### src/rtl/bcd_key_pkg.sv
// rtl/bcd_key_pkg.sv - shared types and helpers for the BCD key encoder
package bcd_key_pkg;

    localparam int NUM_KEYS = 10;
    localparam int CODE_W   = 4;

    typedef enum logic [1:0] {
        IDLE     = 2'd0,
        DEBOUNCE = 2'd1,
        EMIT     = 2'd2,
        WAIT_REL = 2'd3
    } key_state_e;

    function automatic logic is_onehot(input logic [NUM_KEYS-1:0] v);
        return (v != '0) && ((v & (v - NUM_KEYS'(1))) == '0);
    endfunction

    // Index of the lowest set bit; only meaningful for a one-hot input.
    function automatic logic [CODE_W-1:0] onehot_idx(input logic [NUM_KEYS-1:0] v);
        logic [CODE_W-1:0] idx;
        idx = '0;
        for (int i = NUM_KEYS - 1; i >= 0; i--) begin
            if (v[i]) begin
                idx = CODE_W'(i);
            end
        end
        return idx;
    endfunction

endpackage

### src/rtl/key_sync.sv
// rtl/key_sync.sv - two-flop synchronizer for raw key lines
module key_sync #(
    parameter int W = 10
) (
    input  logic         clk,
    input  logic         rst,
    input  logic [W-1:0] d_i,
    output logic [W-1:0] q_o
);

    logic [W-1:0] meta_q;
    logic [W-1:0] sync_q;

    always_ff @(posedge clk or posedge rst) begin
        if (rst) begin
            meta_q <= '0;
            sync_q <= '0;
        end else begin
            meta_q <= d_i;
            sync_q <= meta_q;
        end
    end

    assign q_o = sync_q;

endmodule

### src/rtl/bcd_key_encoder.sv
// rtl/bcd_key_encoder.sv - debounced one-hot key bank to BCD code with valid/ready
module bcd_key_encoder
    import bcd_key_pkg::*;
#(
    parameter int DEBOUNCE_CYC = 16,
    parameter int CNT_W        = 5
) (
    input  logic                clk,
    input  logic                rst,
    input  logic [NUM_KEYS-1:0] key_in,
    output logic [CODE_W-1:0]   code_out,
    output logic                code_valid,
    input  logic                code_ready,
    output logic                multi_err,
    output logic                busy
);

    localparam logic [CNT_W-1:0] CNT_LAST = CNT_W'(DEBOUNCE_CYC - 1);

    logic [NUM_KEYS-1:0] ksync;

    key_state_e          state_q,      state_d;
    logic [NUM_KEYS-1:0] snap_q,       snap_d;
    logic [CNT_W-1:0]    cnt_q,        cnt_d;
    logic [CODE_W-1:0]   code_out_q,   code_out_d;
    logic                code_valid_q, code_valid_d;
    logic                multi_err_q,  multi_err_d;
    logic                busy_q,       busy_d;

    key_sync #(
        .W (NUM_KEYS)
    ) u_key_sync (
        .clk (clk),
        .rst (rst),
        .d_i (key_in),
        .q_o (ksync)
    );

    always_ff @(posedge clk or posedge rst) begin
        if (rst) begin
            state_q      <= IDLE;
            snap_q       <= '0;
            cnt_q        <= '0;
            code_out_q   <= '0;
            code_valid_q <= 1'b0;
            multi_err_q  <= 1'b0;
            busy_q       <= 1'b0;
        end else begin
            state_q      <= state_d;
            snap_q       <= snap_d;
            cnt_q        <= cnt_d;
            code_out_q   <= code_out_d;
            code_valid_q <= code_valid_d;
            multi_err_q  <= multi_err_d;
            busy_q       <= busy_d;
        end
    end

    always_comb begin
        state_d     = state_q;
        snap_d      = snap_q;
        cnt_d       = cnt_q;
        code_out_d  = code_out_q;
        multi_err_d = 1'b0;

        case (state_q)
            IDLE: begin
                if (ksync != '0) begin
                    state_d = DEBOUNCE;
                    snap_d  = ksync;
                    cnt_d   = '0;
                end
            end

            // A pattern change restarts the count even on the terminal cycle.
            DEBOUNCE: begin
                if (ksync == '0) begin
                    state_d = IDLE;
                    cnt_d   = '0;
                end else if (ksync != snap_q) begin
                    snap_d = ksync;
                    cnt_d  = '0;
                end else if (cnt_q == CNT_LAST) begin
                    cnt_d = '0;
                    if (is_onehot(snap_q)) begin
                        state_d    = EMIT;
                        code_out_d = onehot_idx(snap_q);
                    end else begin
                        state_d     = WAIT_REL;
                        multi_err_d = 1'b1;
                    end
                end else begin
                    cnt_d = cnt_q + CNT_W'(1);
                end
            end

            EMIT: begin
                if (code_ready) begin
                    state_d = WAIT_REL;
                    cnt_d   = '0;
                end
            end

            WAIT_REL: begin
                if (ksync != '0) begin
                    cnt_d = '0;
                end else if (cnt_q == CNT_LAST) begin
                    state_d = IDLE;
                    cnt_d   = '0;
                end else begin
                    cnt_d = cnt_q + CNT_W'(1);
                end
            end

            default: begin
                state_d = IDLE;
                cnt_d   = '0;
            end
        endcase

        code_valid_d = (state_d == EMIT);
        busy_d       = (state_d != IDLE);
    end

    assign code_out   = code_out_q;
    assign code_valid = code_valid_q;
    assign multi_err  = multi_err_q;
    assign busy       = busy_q;

endmodule

### config.mk
export PLATFORM = sky130hd
export DESIGN_NAME = bcd_key_encoder
export DESIGN_NICKNAME = d
export VERILOG_FILES = /design/src/rtl/bcd_key_pkg.sv /design/src/rtl/key_sync.sv /design/src/rtl/bcd_key_encoder.sv
export SDC_FILE = /design/constraint.sdc
export NUM_CORES = 1
export LEC_CHECK = 0
export ABC_AREA = 1
export CORE_ASPECT_RATIO = 0.8
export CORE_UTILIZATION = 60
export CTS_CLUSTER_SIZE = 25
export DETAILED_ROUTE_END_ITERATION = 10
export PLACE_DENSITY = 0.83
export SYNTH_ARGS = -nofsm -noshare
export SYNTH_HDL_FRONTEND = slang
export SYNTH_SLANG_ARGS = --single-unit
export TNS_END_PERCENT = 30
### constraint.sdc
create_clock -name clk -period 2.3 [get_ports clk]
set_input_delay 0.345 -clock clk [delete_from_list [all_inputs] [get_ports clk]]
set_output_delay 0.345 -clock clk [all_outputs]
set_load 0.005 [all_outputs]
==> results of run 1 <==
-- worst paths after layout --
path	endpoint	cells past startpoint	slack (ns)
min reg2reg	u_key_sync.q_o[9]$_DFF_PP0_	0	0.35
min in group asynchronous	u_key_sync.meta_q[1]$_DFF_PP0_	3	0.47
max	code_out[2]$_DFFE_PP0P_	10	0.49
max in group asynchronous	multi_err$_DFF_PP0_	3	1.45
max reg2reg	code_out[2]$_DFFE_PP0P_	10	0.49
min	u_key_sync.q_o[9]$_DFF_PP0_	0	0.35
-- report_power, final --
part / switching [mW] / leakage, nW / internal (mW) / total, mW
Clock: 0.263 / 0.0434 / 0.243 / 0.506
Combinational: 0.0675 / 0.547 / 0.0497 / 0.117
Sequential: 0.0276 / 0.535 / 0.802 / 0.829
-- flip-flops by register name, summed over array words and instances, names as in the netlist, 2 cells and up --
signal	flops
u_key_sync.q_o	10
u_key_sync.meta_q	10
code_out	4
snap_q	10
cnt_q	5
state_q	2
-- cell families after synthesis --
family / count (synthesis) / share of synthesized area (%)
AO/OA/AOI/OAI: 27 / 7.965
XOR/XNOR: 1 / 0.4290
flip-flops: 44 / 53.92
buffers and inverters: 33 / 6.802
AND/OR/NAND/NOR: 137 / 30.27
adder cells (fa/ha/maj): 1 / 0.6126
-- through the flow --
stage                     hold WS, ns  cells  worst slack [ns]  cell area (µm²)
final                          0.3513    310            0.4874             2372
after global routing           0.3613    310            0.3043             2372
after CTS                      0.3524    310            0.4943             2372
after detailed placement       0.3347    302            0.5029             2275
after global placement         0.3313    302            0.5354             2275
after floorplan                0.3312    243            0.7524             2042
-- cell usage after synthesis (all sizes together) --
library cell,n
nand3,14
nor3,2
ha,1
inv,31
nand3b,1
buf,2
o21ai,23
nand2,87
nand4,5
nor2,28
a21oi,2
dfrtp,44
xor2,1
o21a,2
-- area by class of cell --
class	instances	area, µm²	share of cell area [%]
flip-flops and latches	44	1101	46.41
clock inverters	2	15.01	0.6329
multi-input cells	166	802.0	33.81
clock buffers	6	82.58	3.481
well taps	40	50.05	2.110
inverters	31	116.4	4.905
repair buffers	21	205.2	8.650
-- metal layers --
| layer | share of wire, % | GRT usage (%) | up-vias |
|---|---|---|---|
| li1 | - | - | 813 |
| met1 | 49 | 31.74 | 735 |
| met2 | 44 | 35.00 | 44 |
| met3 | 5.4 | 6.356 | 9 |
| met4 | 1.6 | 8.865 | 0 |
| met5 | 0 | 0 | - |
==> impl_metrics.yaml, run 1 <==
drt:
  drc: 0
  first_pass_iters: 4
  wl_um: 3659
  vias_per_cell: 5.165
  avgRoutedWirePerCell_um: 11.80
  drt-initial-drc-count: 102
  antenna_left: 0
  vias: 1601
global_route:
  antenna_found_initial: 0
  overflow: 0
  grt_max_degree: 45
  grt_util_all_layers_pct: 23.14
  grt_pass1_vias: 1406
  grt_pass1_wl_um: 6003
logic_synthesis:
  yosysTopAreaCellShare_pct: 53.92
  synth_cells: 243
  synth_warnings: 0
  ys_seq_area_share_pct: 53.92
  synth.avg_cell_area_um2: 8.403
  syn_nets: 257
  yosysTopAreaCell: "dfrtp_1"
  synth_area_um2: 2042
  yosysUniqueCellTypes: 22
  netlist_top_cells_area: "dfrtp_1 54%, nand2_1 16%, inv_1 4.4%"
  ys_seq_elements: 44
layout:
  layout-drive-gt1-share_pct: 13.33
  syn_to_final_growth_pct: 16.18
  fin_util_pct: 75.24
  nets: 283
  layout_common_cells: "85 x nand2_1, 44 x dfrtp_1, 23 x inv_1"
  nFillCells: 237
  mostFrequentLayoutCell: "nand2_1"
  n_antenna_cell: 0
job:
  maxCapViolCount: 0
clock_network:
  cts_sinks: 44
  cts_tree: "yes"
  clkTransAtPathRegs_ns: 0.08
  clockBufferDepth: 2
  cts_hold_buf: 0
  htreeDepth: 2
  cts_setup_buffers: 0
  insertion_delay_ns: 0.30
  ctsResizeCount: 0
  root_buffer: "clkbuf_8"
  numCtsBuffers: 5
setup_path:
  path_buf_inv: 2
  cp_top_family: "simple AND/OR/NAND/NOR gates"
  crit_path_frequent_cell: "nand2_1"
  critPathLaunchType: "flop"
  cp-end-kind: "flop"
  slowest_stage: "dfrtp_1"
  cp_max_fo: 8
  path_cells: "ha_1 > nand2_1 > inv_1 > nand2_1 > nor2_2 > inv_1 > nor3_2 > nand3_2 > nand2_1 > o21ai_1"
  regToRegStartpoint: "cnt_q[0]$_DFFE_PP0P_"
  cp_data_required_time_ns: 2.48
  arrival_ns: 2.00
  slowest_delay_ns: 0.41
  crit_start: "cnt_q[0]$_DFFE_PP0P_"
  worstSetupPathType: "reg -> reg"
timing:
  finalSetupViolations: 0
  maxSlewViolCount: 0
  fin_tns_setup_ns: 0
  fmax_mhz: 551.7
  hold_viol: 0
  min_period_ns: 1.813
  skew_ns: 0.007322
  relSlewSlack_pct: 64.75
  rsz0062_at_grt: "no"
  finalCritPeriodShare_pct: 78.81
  tightest_slew_ns: 0.5287
hold_path:
  hold_class: "reg -> reg"
  worstHoldStart: "u_key_sync.meta_q[9]$_DFF_PP0_"
placement:
  gp_congestion: 0.8825
  io_buffers: 19
  hpwl_um: 2731
pwr:
  leakagePower_nw: 1.126
  peakVddDrop_uv: 630.0
  p_per_area_nw_per_um2: 612.4
  power_mw: 1.453
floorplanning:
  core_area_um2: 3153
  die_h_um: 54.18
  pin_count: 20
  placementRows: 18
  dieArea_um2: 3642
  die_x_um: 67.23
  start_util_pct: 64.76
outcome:
  status: "complete, no violations"
Note: power is estimated with default switching activity, not from simulation.
==> run 2, diff against run 1 <==
--- a/config.mk
+++ b/config.mk
@@ -7,10 +7,10 @@
 export LEC_CHECK = 0
 export ABC_AREA = 1
 export CORE_ASPECT_RATIO = 0.8
-export CORE_UTILIZATION = 60
+export CORE_UTILIZATION = 56
 export CTS_CLUSTER_SIZE = 25
 export DETAILED_ROUTE_END_ITERATION = 10
-export PLACE_DENSITY = 0.83
+export PLACE_DENSITY = 0.78
 export SYNTH_ARGS = -nofsm -noshare
 export SYNTH_HDL_FRONTEND = slang
 export SYNTH_SLANG_ARGS = --single-unit
==> constraint.sdc (replaced) <==
create_clock -name clk -period 1.81 [get_ports clk]
set_input_delay 0.2715 -clock clk [delete_from_list [all_inputs] [get_ports clk]]
set_output_delay 0.2715 -clock clk [all_outputs]
set_load 0.005 [all_outputs]
==> impl_metrics.yaml, run 2 (synthesized netlist as in run 1, its figures left out) <==
timing:
  rsz0062_at_grt: "no"
  finalCritPeriodShare_pct: 92.42
  fin_tns_setup_ns: 0
  hold_viol: 0
  whs_ns: 0.2972
  finalSetupViolations: 0
  maxSlewViolCount: 0
  tightest_slew_ns: 0.3015
  min_period_ns: 1.673
  skew_ns: 0.005619
  fmax_mhz: 597.8
  relSlewSlack_pct: 79.82
global_route:
  grt_pass1_vias: 1425
  grt_use_met3_pct: 7.065
  antenna_found_initial: 0
  grt_pass1_wl_um: 6320
  overflow: 0
  met1_usage_pct: 30.24
  grt_max_degree: 45
  grtUsageMet2_pct: 30.79
  grt_util_all_layers_pct: 21.25
  busiest_layer: "met2"
pwr:
  p_sw_uw: 437.1
  pwr-share-clk_pct: 32.3
  comb_power_share_pct: 8.5
  p_int_mw: 1.348
  peakVddDrop_uv: 677.7
  leakagePower_nw: 1.143
  p_per_area_nw_per_um2: 738.7
  swShare_pct: 24.49
  p_seq_share_pct: 59.1
drt:
  vias: 1587
  drt-initial-drc-count: 109
  avgRoutedWirePerCell_um: 11.33
  wl_um: 3558
  drc: 0
  vias_per_cell: 5.054
  first_pass_iters: 4
  antenna_left: 0
floorplanning:
  start_util_pct: 59.24
  die_x_um: 69.51
  pin_count: 20
  die_h_um: 56.01
  placementRows: 19
  dieArea_um2: 3893
  core_area_um2: 3447
layout:
  syn_to_final_growth_pct: 18.32
  layout-drive-gt1-share_pct: 15.07
  nets: 286
  n_antenna_cell: 0
  mostFrequentLayoutCell: "nand2_1"
  layout_common_cells: "85 x nand2_1, 42 x dfrtp_1, 23 x inv_1"
clock_network:
  clockBufferDepth: 2
  clkTransAtPathRegs_ns: 0.08
  cts_tree: "yes"
  htreeDepth: 2
  cts_sinks: 44
  numCtsBuffers: 5
  insertion_delay_ns: 0.30
  root_buffer: "clkbuf_8"
outcome:
  status: "complete, no violations"
placement:
  io_buffers: 19
  gp_congestion: 0.8754
  hpwl_um: 2584
hold_path:
  hold_class: "in -> async"
setup_path:
  cp-end-kind: "flop"
  cp_data_required_time_ns: 2.00
  reg2reg_to: "code_out[3]$_DFFE_PP0P_"
  cp_max_fo: 8
  ff2ff_path_depth: 10
  critPathLaunchType: "flop"
  regToRegStartpoint: "snap_q[2]$_DFFE_PP0P_"
  worstSetupPathType: "reg -> reg"
  reg2reg_slack_ns: 0.14
  arrival_ns: 1.86
  crit_start: "snap_q[2]$_DFFE_PP0P_"
job:
  maxCapViolCount: 0
-- run 2: critical path, stage by stage (launching register included) --
cell	delay [ns]
dfrtp_1	0.46
nor2_4	0.19
nand2_2	0.10
nand2_1	0.07
nand2_1	0.05
nor2_1	0.14
nand2_1	0.10
nor2_4	0.12
nand3_2	0.17
nand2_1	0.10
o21ai_1	0.06
-- run 2: per-stage QoR --
stage,setup slack (ns),cell area (µm²),instances,total power [mW],utilization (%)
floorplan,0.2624,2042,243,1.164,-
finish,0.1372,2416,314,1.785,70.09
global placement,0.1794,2310,305,1.222,67.01
global route,0.002072,2416,314,1.874,70.09
detailed placement,0.07003,2310,305,1.227,67.01
CTS,0.04880,2391,312,1.804,69.36
-- run 2: cell type report --
type                       count  area [µm²]
tap                           42       52.55
clock buffer                   5       68.82
timing repair buffer          24       252.7
inverter                      31       116.4
fill                         265        1031
sequential                    44        1104
clock inverter                 2       12.51
multi-input combinational    166       809.5
-- run 2: what timing repair did --
| action | 4_1_cts | 5_1_grt |
|---|---|---|
| setup endpoints to repair | 0 | 7 |
| setup buffers | 0 | 2 |
| resized for setup | 0 | 4 |
| hold buffers | 0 | 0 |
-- run 2: how the worst max path moves through the flow --
| stage | to | slack [ns] |
|---|---|---|
| CTS | code_out[3]$_DFFE_PP0P_ | 0.05 |
| detailed placement | code_out[0]$_DFFE_PP0P_ | 0.07 |
| global placement | code_out[3]$_DFFE_PP0P_ | 0.18 |
| global route | code_valid$_DFF_PP0_ | 0.002 |
| floorplan | code_out[3]$_DFFE_PP0P_ | 0.26 |
| finish | code_out[3]$_DFFE_PP0P_ | 0.14 |
-- run 2: metal layers --
layer  vias to the layer above  routed length [µm]  part of all wire, %
li1                        817                   -                    -
met3                         7                 142                  4.0
met2                        30                1570                   44
met1                       733                1796                   50
met5                         -                   0                    0
met4                         0                  48                  1.3
-- run 2: power groups by stage --
stage | Clock, mW | Sequential, mW | Combinational [mW]
finish | 0.577 | 1.06 | 0.152
global route | 0.638 | 1.06 | 0.175
CTS | 0.596 | 1.05 | 0.154
detailed placement | 0 | 1.07 | 0.153
global placement | 0 | 1.07 | 0.150
floorplan | 0 | 1.06 | 0.0989
==> run 3, diff against run 2 <==
--- a/config.mk
+++ b/config.mk
@@ -11,6 +11,7 @@
 export CTS_CLUSTER_SIZE = 25
 export DETAILED_ROUTE_END_ITERATION = 10
 export PLACE_DENSITY = 0.78
+export SKIP_LAST_GASP = 1
 export SYNTH_ARGS = -nofsm -noshare
 export SYNTH_HDL_FRONTEND = slang
 export SYNTH_SLANG_ARGS = --single-unit
==> results of run 3 <==
The final DEF is identical to that of run 2; final timing and power are the same.
